===== src/rtl/riscv_pkg.sv =====
// riscv_pkg: shared core types and constants for the fetch stage
package riscv_pkg;
    localparam int XLEN = 32;
    localparam logic [31:0] NOP_INSTR = 32'h0000_0013;
    typedef enum logic {FETCH, DISCARD} fetch_state_t;
    typedef struct packed {
        logic [31:0] instr;
        logic [XLEN-1:0] pc;
    } queue_entry_t;
endpackage


===== src/rtl/if_queue.sv =====
// if_queue: synchronous FIFO holding fetched instructions, flush beats push
module if_queue #(
    parameter int DEPTH = 2,
    parameter int WIDTH = 64
) (
    input logic clk,
    input logic rst,
    input logic push,
    input logic pop,
    input logic flush,
    input logic [WIDTH-1:0] din,
    output logic full,
    output logic empty,
    output logic [WIDTH-1:0] head,
    output logic [$clog2(DEPTH):0] count
);
    localparam int AW = $clog2(DEPTH);
    logic [WIDTH-1:0] mem [DEPTH];
    logic [AW-1:0] rdPtr, wrPtr;
    logic doPush, doPop;
    assign doPush = push && !full;
    assign doPop = pop && !empty;
    assign full = count == (AW+1)'(DEPTH);
    assign empty = count == '0;
    assign head = mem[rdPtr];
    // pointer and occupancy bookkeeping; pointers wrap naturally since DEPTH is a power of two
    always_ff @(posedge clk)
        if (rst || flush) begin
            rdPtr <= '0;
            wrPtr <= '0;
            count <= '0;
        end else begin
            wrPtr <= wrPtr + AW'(doPush);
            rdPtr <= rdPtr + AW'(doPop);
            count <= count + (AW+1)'(doPush) - (AW+1)'(doPop);
        end
    // entry storage needs no reset, occupancy decides what is visible
    always_ff @(posedge clk)
        if (doPush && !flush && !rst) mem[wrPtr] <= din;
endmodule


===== src/rtl/if_fetch_unit.sv =====
// if_fetch_unit: PC, one-outstanding fetch FSM and decode-facing instruction queue
module if_fetch_unit
    import riscv_pkg::*;
#(
    parameter int XLEN = 32,
    parameter logic [XLEN-1:0] RESET_PC = 32'h0000_0000,
    parameter int DEPTH = 2
) (
    input logic clk,
    input logic rst,
    output logic imem_req,
    output logic [XLEN-1:0] imem_addr,
    input logic imem_valid,
    input logic [31:0] imem_rdata,
    input logic redirect,
    input logic [XLEN-1:0] redirect_pc,
    input logic stallD,
    output logic validD,
    output logic [31:0] instrD,
    output logic [XLEN-1:0] pcD,
    output logic [XLEN-1:0] pcPlus4D
);
    localparam int CW = $clog2(DEPTH) + 1;
    fetch_state_t state, stateNext;
    logic [XLEN-1:0] pc;
    logic full, empty, push, pop;
    logic [CW-1:0] count;
    queue_entry_t headEntry, pushEntry;
    assign imem_addr = pc;
    assign push = imem_req && imem_valid && !redirect && !full;
    assign pop = validD && !stallD;
    assign pushEntry = '{instr: imem_rdata, pc: pc};
    if_queue #(.DEPTH(DEPTH), .WIDTH($bits(queue_entry_t))) queue (
        .clk(clk),
        .rst(rst),
        .push(push),
        .pop(pop),
        .flush(redirect),
        .din(pushEntry),
        .full(full),
        .empty(empty),
        .head(headEntry),
        .count(count)
    );
    // state register
    always_ff @(posedge clk)
        state <= rst ? FETCH : stateNext;
    // a redirect that catches a fetch in flight must swallow its late response
    always_comb
        stateNext = (state == FETCH) ? ((redirect && imem_req && !imem_valid) ? DISCARD : FETCH)
                                     : (imem_valid ? FETCH : DISCARD);
    // request and decode outputs, forced to their idle values while reset is held
    always_comb begin
        imem_req = !rst && state == FETCH && count < CW'(DEPTH);
        validD = !rst && !empty;
        instrD = validD ? headEntry.instr : NOP_INSTR;
        pcD = validD ? headEntry.pc : '0;
        pcPlus4D = validD ? headEntry.pc + XLEN'(4) : '0;
    end
    // program counter: redirect wins, otherwise advance on each accepted fetch
    always_ff @(posedge clk)
        if (rst) pc <= {RESET_PC[XLEN-1:2], 2'b00};
        else if (redirect) pc <= {redirect_pc[XLEN-1:2], 2'b00};
        else if (push) pc <= pc + XLEN'(4);
endmodule

===== config.mk =====
export PLATFORM = sky130hd
export DESIGN_NAME = if_fetch_unit
export DESIGN_NICKNAME = d
export VERILOG_FILES = /design/src/rtl/riscv_pkg.sv /design/src/rtl/if_queue.sv /design/src/rtl/if_fetch_unit.sv
export SDC_FILE = /design/constraint.sdc
export NUM_CORES = 1
export LEC_CHECK = 0
export ABC_AREA = 1
export ABC_CLOCK_PERIOD_IN_PS = 8500
export CAP_MARGIN = 20
export CORE_ASPECT_RATIO = 1.2
export CORE_MARGIN = 2
export CORE_UTILIZATION = 51
export DETAILED_ROUTE_END_ITERATION = 7
export GPL_TIMING_DRIVEN = 0
export PLACE_DENSITY = 0.81
export SLEW_MARGIN = 25
export SYNTH_ARGS = -nofsm -noshare
export SYNTH_HDL_FRONTEND = slang
export SYNTH_HIERARCHICAL = 1
export SYNTH_SLANG_ARGS = --single-unit
export TNS_END_PERCENT = 5

===== constraint.sdc =====
create_clock -name clk -period 8.5 [get_ports clk]
set_input_delay 1.7 -clock clk [delete_from_list [all_inputs] [get_ports clk]]
set_output_delay 1.7 -clock clk [all_outputs]
set_load 0.1 [all_outputs]

Yosys cells after proc, flatten, opt, wreduce, memory -nomap -nowiden --
Memories as Yosys holds them, arrays and structs flattened. A register that Yosys moved wholly into a read port is not among the register bits. Index checks and enable logic that the tools add are counted.
Cells by class: add/sub/neg operators 6, multiply operators 0, divide/modulo/power cells 0, $lt $le $gt $ge 1, equality and inequality tests 1, shift operators 0, mux-type cells 11, bitwise gates (word level) 1, reduce and logical (&&, ||, !) cells 23
Operators by type and width (count):
- $mux 32 | 5
- $add 32x3->32 const B | 2
- $logic_and 1x1->1 | 13
- $logic_not 1->1 | 6
- $mux 1 | 6
- $add 1x1->1 | 2
- $add 2x1->2 | 1
- $eq 2x2->1 const B | 1
- $logic_not 2->1 | 1
- $lt 2x2->1 const B | 1
- $reduce_bool 2->1 | 1
- $reduce_or 2->1 | 1
- $sub 2x1->2 | 1
- $logic_or 1x1->1 | 1
- $not 1->1 | 1
Word-level totals: register bits 37, bits in latches 0, memory bits (writable) 128, bits in read-only memories 0, input port bits 69, output and inout bits 130, word-level logic and storage cells 50, memories kept 1
Memories:
- queue.mem | words 2, bits a word 64, read ports 1, clocked after Yosys merged registers in 1, wr ports 1, line if_queue.sv:18 | logic [WIDTH-1:0] mem [DEPTH];

Logic depth before layout (Yosys ltp) --
Gate-level depths: netlist of run 1.
depth after elaboration 11, depth in mapped cells 16, depth with buffers taken out 15

By module --
The synthesis of run 1 kept the hierarchy.
Modules (own cells, without submodules):
- if_queue | times used 1, cells an instance 237, area an instance 5007.3 µm², sequential area each 3923.8 µm²
- if_fetch_unit | times used 1, cells an instance 724, area an instance 3733.6 µm², sequential area each 620.6 µm²

Worst setup path before layout of run 1 --
OpenSTA, ideal clock, no wires.
path kind input port to flip-flop, start point in rst, end point mem queue.mem[1][0], enable pin, arrival 6.809 ns, data required time 7.935 ns, setup slack 1.126 ns, stages 7, path buffers 2, cells stage by stage buf_6 > nor2_2 > nand2_1 > nor2_4 > buf_4 > nand2_1 > nor3_1
On the way: longest elaborated chain between the ends 11
RTL lines:
- start, declared | line if_fetch_unit.sv:10 | input logic rst,
- $logic_not 1->1 | line if_fetch_unit.sv:54 | imem_req = !rst && state == FETCH && count < CW'(DEPTH);
- $logic_and 1x1->1 (2 in a row) | line if_fetch_unit.sv:54
- $logic_and 1x1->1 (3 in a row) | line if_fetch_unit.sv:30 | assign push = imem_req && imem_valid && !redirect && !full;
- via push | line if_fetch_unit.sv:26 | logic full, empty, push, pop;
- $logic_and 1x1->1 | line if_queue.sv:21 | assign doPush = push && !full;
- $logic_and 1x1->1 (2 in a row) | line if_queue.sv:39 | if (doPush && !flush && !rst) mem[wrPtr] <= din;
- $mux 1 | line if_queue.sv:39
- $mux 1 (implied by the code) | line if_queue.sv:39
- end, declared | line if_queue.sv:18
The timed path passes the listed nets, and every way through them passes these cells.

Worst setup path in the final report of run 1 --
start point in rst, end point out pcPlus4D[1]
On the way: longest elaborated chain between the ends 3
RTL lines:
- $logic_not 1->1 | line if_fetch_unit.sv:55 | validD = !rst && !empty;
- $logic_and 1x1->1 | line if_fetch_unit.sv:55
- $mux 32 | line if_fetch_unit.sv:58 | pcPlus4D = validD ? headEntry.pc + XLEN'(4) : '0;
- end, declared | line if_fetch_unit.sv:21 | output logic [XLEN-1:0] pcPlus4D
No other way between the ends.

==> results of run 1 <==
-- logic make-up after synthesis --
kind of cell | Yosys count
adders and majority gates | 4
and+or+nand+nor | 474
AOI/OAI and AO/OA | 80
DFF | 163
muxes | 64
other | 1
xor gates and xnor gates | 6
buffers and inverters | 169
-- per-layer routing --
layer	wire length (um)	global-route usage	vias to the layer above
met1	8690	0.302	3416
met2	11900	0.453	316
met5	0	0	-
li1	-	-	3589
met4	656	0.0977	0
met3	1720	0.0556	46
-- area by class of cell --
class                      instances  area (um2)  share of cell area
buffer                            32         203              0.0174
tap                              216         270              0.0232
sequential                       163        4540               0.390
timing repair buffer             202        2030               0.174
multi-input combinational        634        3500               0.301
clock buffer                      17         425              0.0365
inverter                         137         517              0.0444
clock inverter                    14         154              0.0132
-- power groups by stage --
stage / Sequential [mW] / Clock (mW) / Combinational [mW]
after floorplan: 0.970 / 0 / 0.0879
after global placement: 0.909 / 0 / 0.225
after detailed placement: 0.910 / 0 / 0.228
after CTS: 0.894 / 0.765 / 0.229
after global routing: 0.896 / 0.801 / 0.241
final: 0.894 / 0.756 / 0.229
-- worst max-delay path: cells and delay by family --
family / cells / cell delay [ps]
AND/OR/NAND/NOR: 2 / 530
buffers and inverters: 7 / 2570
-- registers in the layout, summed over array words and instances (netlist names) --
signal,flops
imem_addr,30
queue/count,2
queue/mem,128
queue/rdPtr,1
queue/wrPtr,1
state,1
-- placed cells by master, fill, tap and decap left out, types with 4 or more instances in the layout --
master / n
buf_6: 9
nand3_1: 56
nor2_2: 13
inv_6: 4
mux2_2: 26
inv_1: 132
o21ai_0: 22
a21oi_1: 41
mux2_4: 38
buf_2: 9
nor2_4: 9
nand2_1: 195
clkdlybuf4s50_1: 194
clkbuf_16: 17
a31oi_1: 5
nand2_2: 5
xor2_1: 6
clkbuf_1: 8
nor2_1: 157
nand4_1: 6
edfxtp_1: 128
conb_1: 6
dfxtp_1: 35
nor3_1: 17
o21ai_1: 4
buf_4: 11
or2_2: 4
ha_1: 4
-- through the flow --
step / util / hold slack [ps] / setup TNS (ps)
floorplan: - / 448 / 0
global placement: 0.651 / 458 / -120970
detailed placement: 0.657 / 478 / 0
CTS: 0.691 / 492 / 0
global route: 0.691 / 517 / 0
finish: 0.691 / 496 / 0
-- worst max-delay path by stage --
stage	startpoint	endpoint	slack, ps	depth (start not counted)
3_3_place_gp	redirect	queue/mem[1][37]$_DFFE_PP_	-1890	7
2_1_floorplan	rst	queue/mem[1][0]$_DFFE_PP_	1130	7
3_5_place_dp	rst	pcPlus4D[1]	2020	9
4_1_cts	rst	pcPlus4D[1]	1980	9
6_report	rst	pcPlus4D[1]	1990	9
5_1_grt	rst	pcPlus4D[0]	1900	9
==> metrics.yaml, run 1 <==
gr-total-overflow: 0
ant_nets: 0
worst_setup_path_start_kind: "input port"
syn-cell-area_mm2: 0.00874
yosys.area.top_type: "edfxtp_1"
stdcell_count: 1415
yosys_warnings: 6
yosysSeqAreaShare: 0.520
avgViaCountPerCell: 5.21
start_util: 0.519
post_cts_resized: 0
setup_viol: 0
crit_path_max_fanout: 10
p_leak_nw: 4.53
die_x_um: 124
hold_violations: 0
antennaDiodeCount: 0
ff2ff_setup_slack_ps: 5380
core_region_area_mm2: 0.0169
drv_cap: 0
fin_nets: 1260
worstSetupPathType: "input port to output pin"
yosysUniqueCellTypes: 40
cpMaxStageDelayCell: "clkdlybuf4s50_1"
die_area_mm2: 0.0182
fin_ws_ps: 1990
swShare: 0.266
holdPathStages: 2
rsz0062_at_grt: "no"
fillCellCount: 1292
status: "completed"
place_ws_ps: 2020
slowest_delay_ps: 1120
synthArstFlopShare: 0
pwr-share-comb: 0.122
relSlewSlack: 0.302
cpMostUsedCell: "clkdlybuf4s50_1"
seqPwrFrac: 0.476
ys_ff_latch: 163
areaGrowthSynthToFinish_pct: 33.2
power.internal_mw: 1.38
antenna_found_initial: 0
grt_pass1_wl_um: 35600
crit_path_end_kind: "output pin"
pin_count: 199
hold_path_class: "flip-flop to flip-flop"
min_period_ps: 6510
post-cts-setup-buffers: 0
routed_wl_um: 23000
gp_congestion: 0.937
p_clk_frac: 0.402
port_buffers: 194
r2r_end: "queue/mem[1][34]$_DFFE_PP_"
final_max_slew_viol_count: 0
gr-usage-all-layers: 0.257
wl_per_cell_um: 16.2
rows: 52
synth-main-ff-cell: "edfxtp_1"
tightest_slew_ps: 1040
synth_mux_area_frac: 0.0988
cts_max_path_buffers: 2
p_switching_mw: 0.499
h-tree-depth: 4
grt_max_degree: 38
syn_area_per_cell_um2: 9.10
ir_drop_mv: 0.125
yosysMostFrequentCell: "nand2_1"
drive_gt1_frac: 0.139
synth_xor_area_frac: 0.00601
vias: 7367
drtIter0Drc: 463
place_area_mm2: 0.0111
power.total_mw: 1.88
required_ps: 6800
clk_pin_slew_worst_paths_ps: 70
reg2reg_depth: 13
die_height_um: 147
first_pass_iters: 7
hp-start: "queue/wrPtr$_SDFF_PP0_"
route.detailed.drc: 0
dp_cells: 1384
cts_made_buffers: 17
yosys.area_share.simple: 0.238
timing.final.crit_share: 0.766
place_hpwl_um: 17600
hold_buffers: 0
synth_fa_ha_area_frac: 0.00573
synth_top_cell_area_share: 0.440
clk_latency_ps: 430
cts_root_buffer: "clkbuf_16"
fmax_ghz: 0.154
fin_area_mm2: 0.0116
cts_tree: "yes"
hold-path-endpoint: "queue/wrPtr$_SDFF_PP0_"
synth_compound_area_frac: 0.0494
r2r-start: "queue/count[0]$_SDFF_PP0_"
grt_pass1_vias: 7117
cts_sinks: 163
netlist_top_cells_count: "nand2_1 (195), nor2_1 (157), inv_1 (133)"
synth-edff-count: 128
p_per_area_mw_per_mm2: 161
synth_top_family_by_area: "simple AND/OR/NAND/NOR gates"
synth.area.top_cells: "edfxtp_1 (44%), nand2_1 (8.4%), dfxtp_1 (8.0%), nor2_1 (6.7%), mux2_4 (6.5%)"
syn_inst: 961
arrival_ps: 4810
clock-skew-final_ps: 8.44
crit_path_cell_trace: "clkdlybuf4s50_1 -> buf_6 -> nor2_4 -> inv_1 -> buf_2 -> clkbuf_1 -> nor2_1 -> buf_4 -> clkdlybuf4s50_1"
Power figures use the tool's default switching activity.
==> inputs of run 2 (changes only) <==
--- a/config.mk
+++ b/config.mk
@@ -6,7 +6,7 @@
 export NUM_CORES = 1
 export LEC_CHECK = 0
 export ABC_AREA = 1
-export ABC_CLOCK_PERIOD_IN_PS = 8500
+export ABC_CLOCK_PERIOD_IN_PS = 6600
 export CAP_MARGIN = 20
 export CORE_ASPECT_RATIO = 1.2
 export CORE_MARGIN = 2
==> constraint.sdc (replaced) <==
create_clock -name clk -period 6.6 [get_ports clk]
set_input_delay 1.32 -clock clk [delete_from_list [all_inputs] [get_ports clk]]
set_output_delay 1.32 -clock clk [all_outputs]
set_load 0.1 [all_outputs]
==> metrics.yaml, run 2 (synthesized netlist as in run 1, its figures left out) <==
vias: 7313  # -0.73%
post-cts-setup-buffers: 0  # unchanged
worst_setup_path_start_kind: "input port"
die_area_mm2: 0.0182  # unchanged
slowest_delay_ps: 1120  # about the same
fillCellCount: 1280  # -0.93%
hold_path_class: "flip-flop to flip-flop"
gp_congestion: 0.929  # -0.86%
post_cts_resized: 0  # unchanged
avgViaCountPerCell: 5.17  # -0.66%
wl_per_cell_um: 16.7  # +2.9%
ant_nets: 0  # unchanged
die_x_um: 124  # unchanged
setup_viol: 0  # unchanged
drtIter0Drc: 467  # +0.86%
first_pass_iters: 7  # unchanged
r2r-start: "queue/count[1]$_SDFF_PP0_"
seq_area_mm2: 0.00454  # unchanged
stdcell_count: 1414  # -0.071%
cts_root_buffer: "clkbuf_16"
place_hpwl_um: 18000  # +2.6%
clk_latency_ps: 420  # about the same
p_leak_nw: 4.55  # +0.37%
critical_path_depth: 9  # unchanged
fmax_ghz: 0.176
crit_path_max_fanout: 10  # unchanged
crit_path_cell_trace: "clkdlybuf4s50_1 -> buf_6 -> nor2_4 -> inv_1 -> buf_2 -> clkbuf_1 -> nor2_1 -> buf_4 -> clkdlybuf4s50_1"
hold_slack_ps: 491  # -4.62 ps
gr-usage-all-layers: 0.261  # +0.00458
fin_nets: 1258  # -0.16%
core_region_area_mm2: 0.0169  # unchanged
cts_max_path_buffers: 2  # unchanged
rows: 52  # unchanged
port_buffers: 194  # unchanged
crit_family: "buffers and inverters"
crit_path_end_kind: "output pin"
h-tree-depth: 4  # unchanged
worstSetupPathType: "input port to output pin"
cts_sinks: 163  # unchanged
routed_wl_um: 23600  # +2.8%
final_max_slew_viol_count: 0  # unchanged
hold_buffers: 0  # unchanged
cp-endpoint: "pcPlus4D[0]"
place_ws_ps: 928  # -1090 ps
cpMaxStageDelayCell: "clkdlybuf4s50_1"
ff2ff_setup_slack_ps: 3620  # -1760 ps
reg2reg_depth: 15  # +2
power.total_mw: 2.49  # +33%
cpMostUsedCell: "clkdlybuf4s50_1"
status: "completed"
grt_pass1_vias: 7143  # +0.37%
hold_violations: 0  # unchanged
grt_pass1_wl_um: 36000  # +1.2%
cts_tree: "yes"
start_util: 0.519  # unchanged
grt_max_degree: 36  # -5.3%
antenna_found_initial: 0  # unchanged
route.detailed.drc: 0  # unchanged
final_cell_mix: "nand2_1 (195), clkdlybuf4s50_1 (194), nor2_1 (157)"
drv_cap: 0  # unchanged
startpoint: "rst"
holdPathStages: 2  # unchanged
regMostFlops: "queue/mem"
ir_drop_mv: 0.159  # +27%
arrival_ps: 4350  # -460 ps
cts_made_buffers: 17  # unchanged
pin_count: 199  # unchanged
clock-skew-final_ps: 10.7  # +2.21 ps
required_ps: 5280  # -1520 ps
gr-total-overflow: 0  # unchanged
p_per_area_mw_per_mm2: 213  # +32%
die_height_um: 147  # unchanged
critPathBufInv: 7  # unchanged
drive_gt1_frac: 0.136  # -0.00322
mostFrequentLayoutCell: "nand2_1"
clk_pin_slew_worst_paths_ps: 70  # about the same
r2r_end: "queue/count[1]$_SDFF_PP0_"
min_period_ps: 5670
multi_input_area_mm2: 0.00351  # +0.18%
final.setup.tns_ps: 0  # unchanged
tightest_slew_ps: 1040  # -1.28 ps
antennaDiodeCount: 0  # unchanged
largest_reg_flops: 128  # unchanged
relSlewSlack: 0.303  # +0.000855
rsz0062_at_grt: "no"
dp_cells: 1382  # -0.14%
areaGrowthSynthToFinish_pct: 33.8
timing.final.crit_share: 0.859
fin_ws_ps: 932  # -1060 ps
[run 2: final cells by class]
class,count,area share
Inverter,137,0.0442
Multi-Input combinational cell,634,0.300
Clock inverter,10,0.0145
Sequential cell,163,0.388
Tap cell,216,0.0231
Timing Repair Buffer,200,0.173
Buffer,32,0.0173
Clock buffer,22,0.0388
[run 2: worst reg2reg max path, delay by kind of cell, from the launching register on]
family                     cells  cell delay [ps]
AOI/OAI and AO/OA              1              170
adders and majority gates      2              490
DFF                            1              340
and+or+nand+nor                6              710
buffers and inverters          6             1180
[run 2: routing by layer]
metal | vias up | global-route usage | share of wire
met5 | - | 0 | 0
met4 | 0 | 0.110 | 0.033
met3 | 46 | 0.0521 | 0.076
met2 | 314 | 0.466 | 0.52
met1 | 3370 | 0.301 | 0.37
li1 | 3583 | - | -
[run 2: how the worst min path moves through the flow]
stage	slack, ps	startpoint	end
floorplan	450	queue/wrPtr$_SDFF_PP0_	queue/wrPtr$_SDFF_PP0_
global placement	460	queue/wrPtr$_SDFF_PP0_	queue/wrPtr$_SDFF_PP0_
detailed placement	480	queue/wrPtr$_SDFF_PP0_	queue/wrPtr$_SDFF_PP0_
CTS	490	queue/wrPtr$_SDFF_PP0_	queue/wrPtr$_SDFF_PP0_
global route	530	queue/wrPtr$_SDFF_PP0_	queue/wrPtr$_SDFF_PP0_
finish	490	queue/wrPtr$_SDFF_PP0_	queue/wrPtr$_SDFF_PP0_
[run 2: through the flow]
stage | utilization | instance area [um2]
2_1_floorplan | - | 8760
3_3_place_gp | 0.651 | 11000
3_5_place_dp | 0.657 | 11100
4_1_cts | 0.694 | 11700
5_1_grt | 0.694 | 11700
6_report | 0.694 | 11700
[run 2: where the power goes]
part | switching [mW] | internal, mW | total [mW]
logic | 0.203 | 0.0919 | 0.295
clock network | 0.397 | 0.648 | 1.04
registers | 0.0262 | 1.12 | 1.15
total | 0.626 | 1.86 | 2.49
==> inputs of run 3 (changes only) <==
--- a/config.mk
+++ b/config.mk
@@ -12,8 +12,10 @@
 export CORE_MARGIN = 2
 export CORE_UTILIZATION = 51
 export DETAILED_ROUTE_END_ITERATION = 7
+export GPL_ROUTABILITY_DRIVEN = 0
 export GPL_TIMING_DRIVEN = 0
 export PLACE_DENSITY = 0.81
+export RECOVER_POWER = 25
 export SLEW_MARGIN = 25
 export SYNTH_ARGS = -nofsm -noshare
 export SYNTH_HDL_FRONTEND = slang
==> metrics.yaml, run 3 (synthesized netlist as in run 1, its figures left out) <==
cp-endpoint: "pcPlus4D[1]"
route.detailed.drc: 0  # unchanged
p_per_area_mw_per_mm2: 204  # -4.1%
hold_path_class: "flip-flop to flip-flop"
rows: 52  # unchanged
crit_path_max_fanout: 10  # unchanged
clk_latency_ps: 430  # about the same
grt_pass1_wl_um: 35400  # -1.8%
place_hpwl_um: 17600  # -2.3%
pin_count: 199  # unchanged
final_util: 0.690  # -0.00401
critical_path_depth: 9  # unchanged
fmax_ghz: 0.177  # +0.40%
largest_reg_flops: 128  # unchanged
startpoint: "rst"
drv_cap: 0  # unchanged
reg2reg_depth: 15  # unchanged
regMostFlops: "queue/mem"
first_pass_iters: 5  # -2
min_period_ps: 5640  # -22.7 ps
fin_nets: 1258  # unchanged
status: "completed"
drtIter0Drc: 406  # -13%
core_region_area_mm2: 0.0169  # unchanged
tightest_slew_ps: 1040  # -0.295 ps
antenna_found_initial: 0  # unchanged
grt_pass1_vias: 7166  # +0.32%
hold_buffers: 0  # unchanged
hp-start: "queue/wrPtr$_SDFF_PP0_"
r2r-start: "queue/count[1]$_SDFF_PP0_"
slowest_delay_ps: 1110  # about the same
routed_wl_um: 23100  # -2.0%
start_util: 0.519  # unchanged
gr-total-overflow: 0  # unchanged
final_max_slew_viol_count: 0  # unchanged
cts_root_buffer: "clkbuf_16"
crit_path_cell_trace: "clkdlybuf4s50_1 -> buf_6 -> nor2_4 -> inv_1 -> buf_2 -> clkbuf_1 -> nor2_1 -> buf_4 -> clkdlybuf4s50_1"
stdcell_count: 1414  # unchanged
hold_violations: 0  # unchanged
worst_setup_path_start_kind: "input port"
final_cell_mix: "nand2_1 (195), clkdlybuf4s50_1 (172), nor2_1 (157)"
cts_tree: "yes"
post_cts_resized: 0  # unchanged
clk_pin_slew_worst_paths_ps: 70  # about the same
antennaDiodeCount: 0  # unchanged
cpMostUsedCell: "clkdlybuf4s50_1"
ff2ff_setup_slack_ps: 3640  # +20 ps
gr-usage-all-layers: 0.256  # -0.00496
ir_drop_mv: 0.189  # +19%
die_height_um: 147  # unchanged
die_area_mm2: 0.0182  # unchanged
rsz0062_at_grt: "no"
crit_path_end_kind: "output pin"
drive_gt1_frac: 0.137  # +0.000835
grt_max_degree: 39  # +8.3%
multi_input_area_mm2: 0.00351  # unchanged
clock-skew-final_ps: 16.0  # +5.31 ps
cts_max_path_buffers: 2  # unchanged
post-cts-setup-buffers: 0  # unchanged
fillCellCount: 1324  # +3.4%
seq_area_mm2: 0.00454  # unchanged
wl_per_cell_um: 16.4  # -2.0%
cts_sinks: 163  # unchanged
vias: 7321  # +0.11%
die_x_um: 124  # unchanged
crit_family: "buffers and inverters"
areaGrowthSynthToFinish_pct: 33.1
cpMaxStageDelayCell: "clkdlybuf4s50_1"
r2r_end: "queue/count[1]$_SDFF_PP0_"
hold_slack_ps: 483  # -8.58 ps
ant_nets: 0  # unchanged
required_ps: 5280  # about the same
relSlewSlack: 0.303  # about the same
avgViaCountPerCell: 5.18  # +0.11%
arrival_ps: 4320  # -30 ps
dp_cells: 1382  # unchanged
p_leak_nw: 4.52  # -0.65%
critPathBufInv: 7  # unchanged
h-tree-depth: 4  # unchanged
timing.final.crit_share: 0.855  # -0.00344
mostFrequentLayoutCell: "nand2_1"
cts_made_buffers: 17  # unchanged
setup_viol: 0  # unchanged
port_buffers: 194  # unchanged
worstSetupPathType: "input port to output pin"
## run 3: report_power, final
part           switching, mW  leakage (nW)  total [mW]  internal (mW)
combinational          0.203          2.80       0.292         0.0893
clock                  0.412         0.261       0.933          0.520
sequential            0.0266          1.46        1.15           1.12
total                  0.642          4.52        2.38           1.73
## run 3: cell type report
type	count	area share
multi-input combinational	634	0.302
clock buffer	17	0.0366
tap	216	0.0232
sequential	163	0.391
inverter	137	0.0444
buffer	32	0.0174
clock inverter	15	0.0113
timing repair buffer	200	0.175
## run 3: layer usage
metal  global-route usage  part of all wire
met5                    0                 0
met4                0.120             0.037
met3               0.0498             0.069
met2                0.459              0.52
met1                0.289              0.38
## run 3: metrics by stage
| stage | area, um2 | setup WS (ps) | power (mW) | TNS (ps) |
|---|---|---|---|---|
| after floorplan | 8760 | 17.2 | 1.36 | 0 |
| after global placement | 11000 | -540 | 1.46 | -34250 |
| after detailed placement | 11100 | 921 | 1.47 | 0 |
| after CTS | 11600 | 920 | 2.39 | 0 |
| after global routing | 11600 | 842 | 2.45 | 0 |
| final | 11600 | 955 | 2.38 | 0 |
## run 3: worst min-delay path by stage
| stage | end | slack, ps | cells past startpoint |
|---|---|---|---|
| after floorplan | queue/wrPtr$_SDFF_PP0_ | 450 | 2 |
| after global placement | queue/wrPtr$_SDFF_PP0_ | 460 | 2 |
| after detailed placement | queue/wrPtr$_SDFF_PP0_ | 470 | 2 |
| after CTS | queue/wrPtr$_SDFF_PP0_ | 480 | 2 |
| after global routing | queue/wrPtr$_SDFF_PP0_ | 510 | 2 |
| final | queue/wrPtr$_SDFF_PP0_ | 480 | 2 |
## run 3: tightest hold or removal path: cells and delay by family, from the launching register on
kind | cells | cell delay, ps
AND/OR/NAND/NOR | 2 | 130
flip-flops | 1 | 310
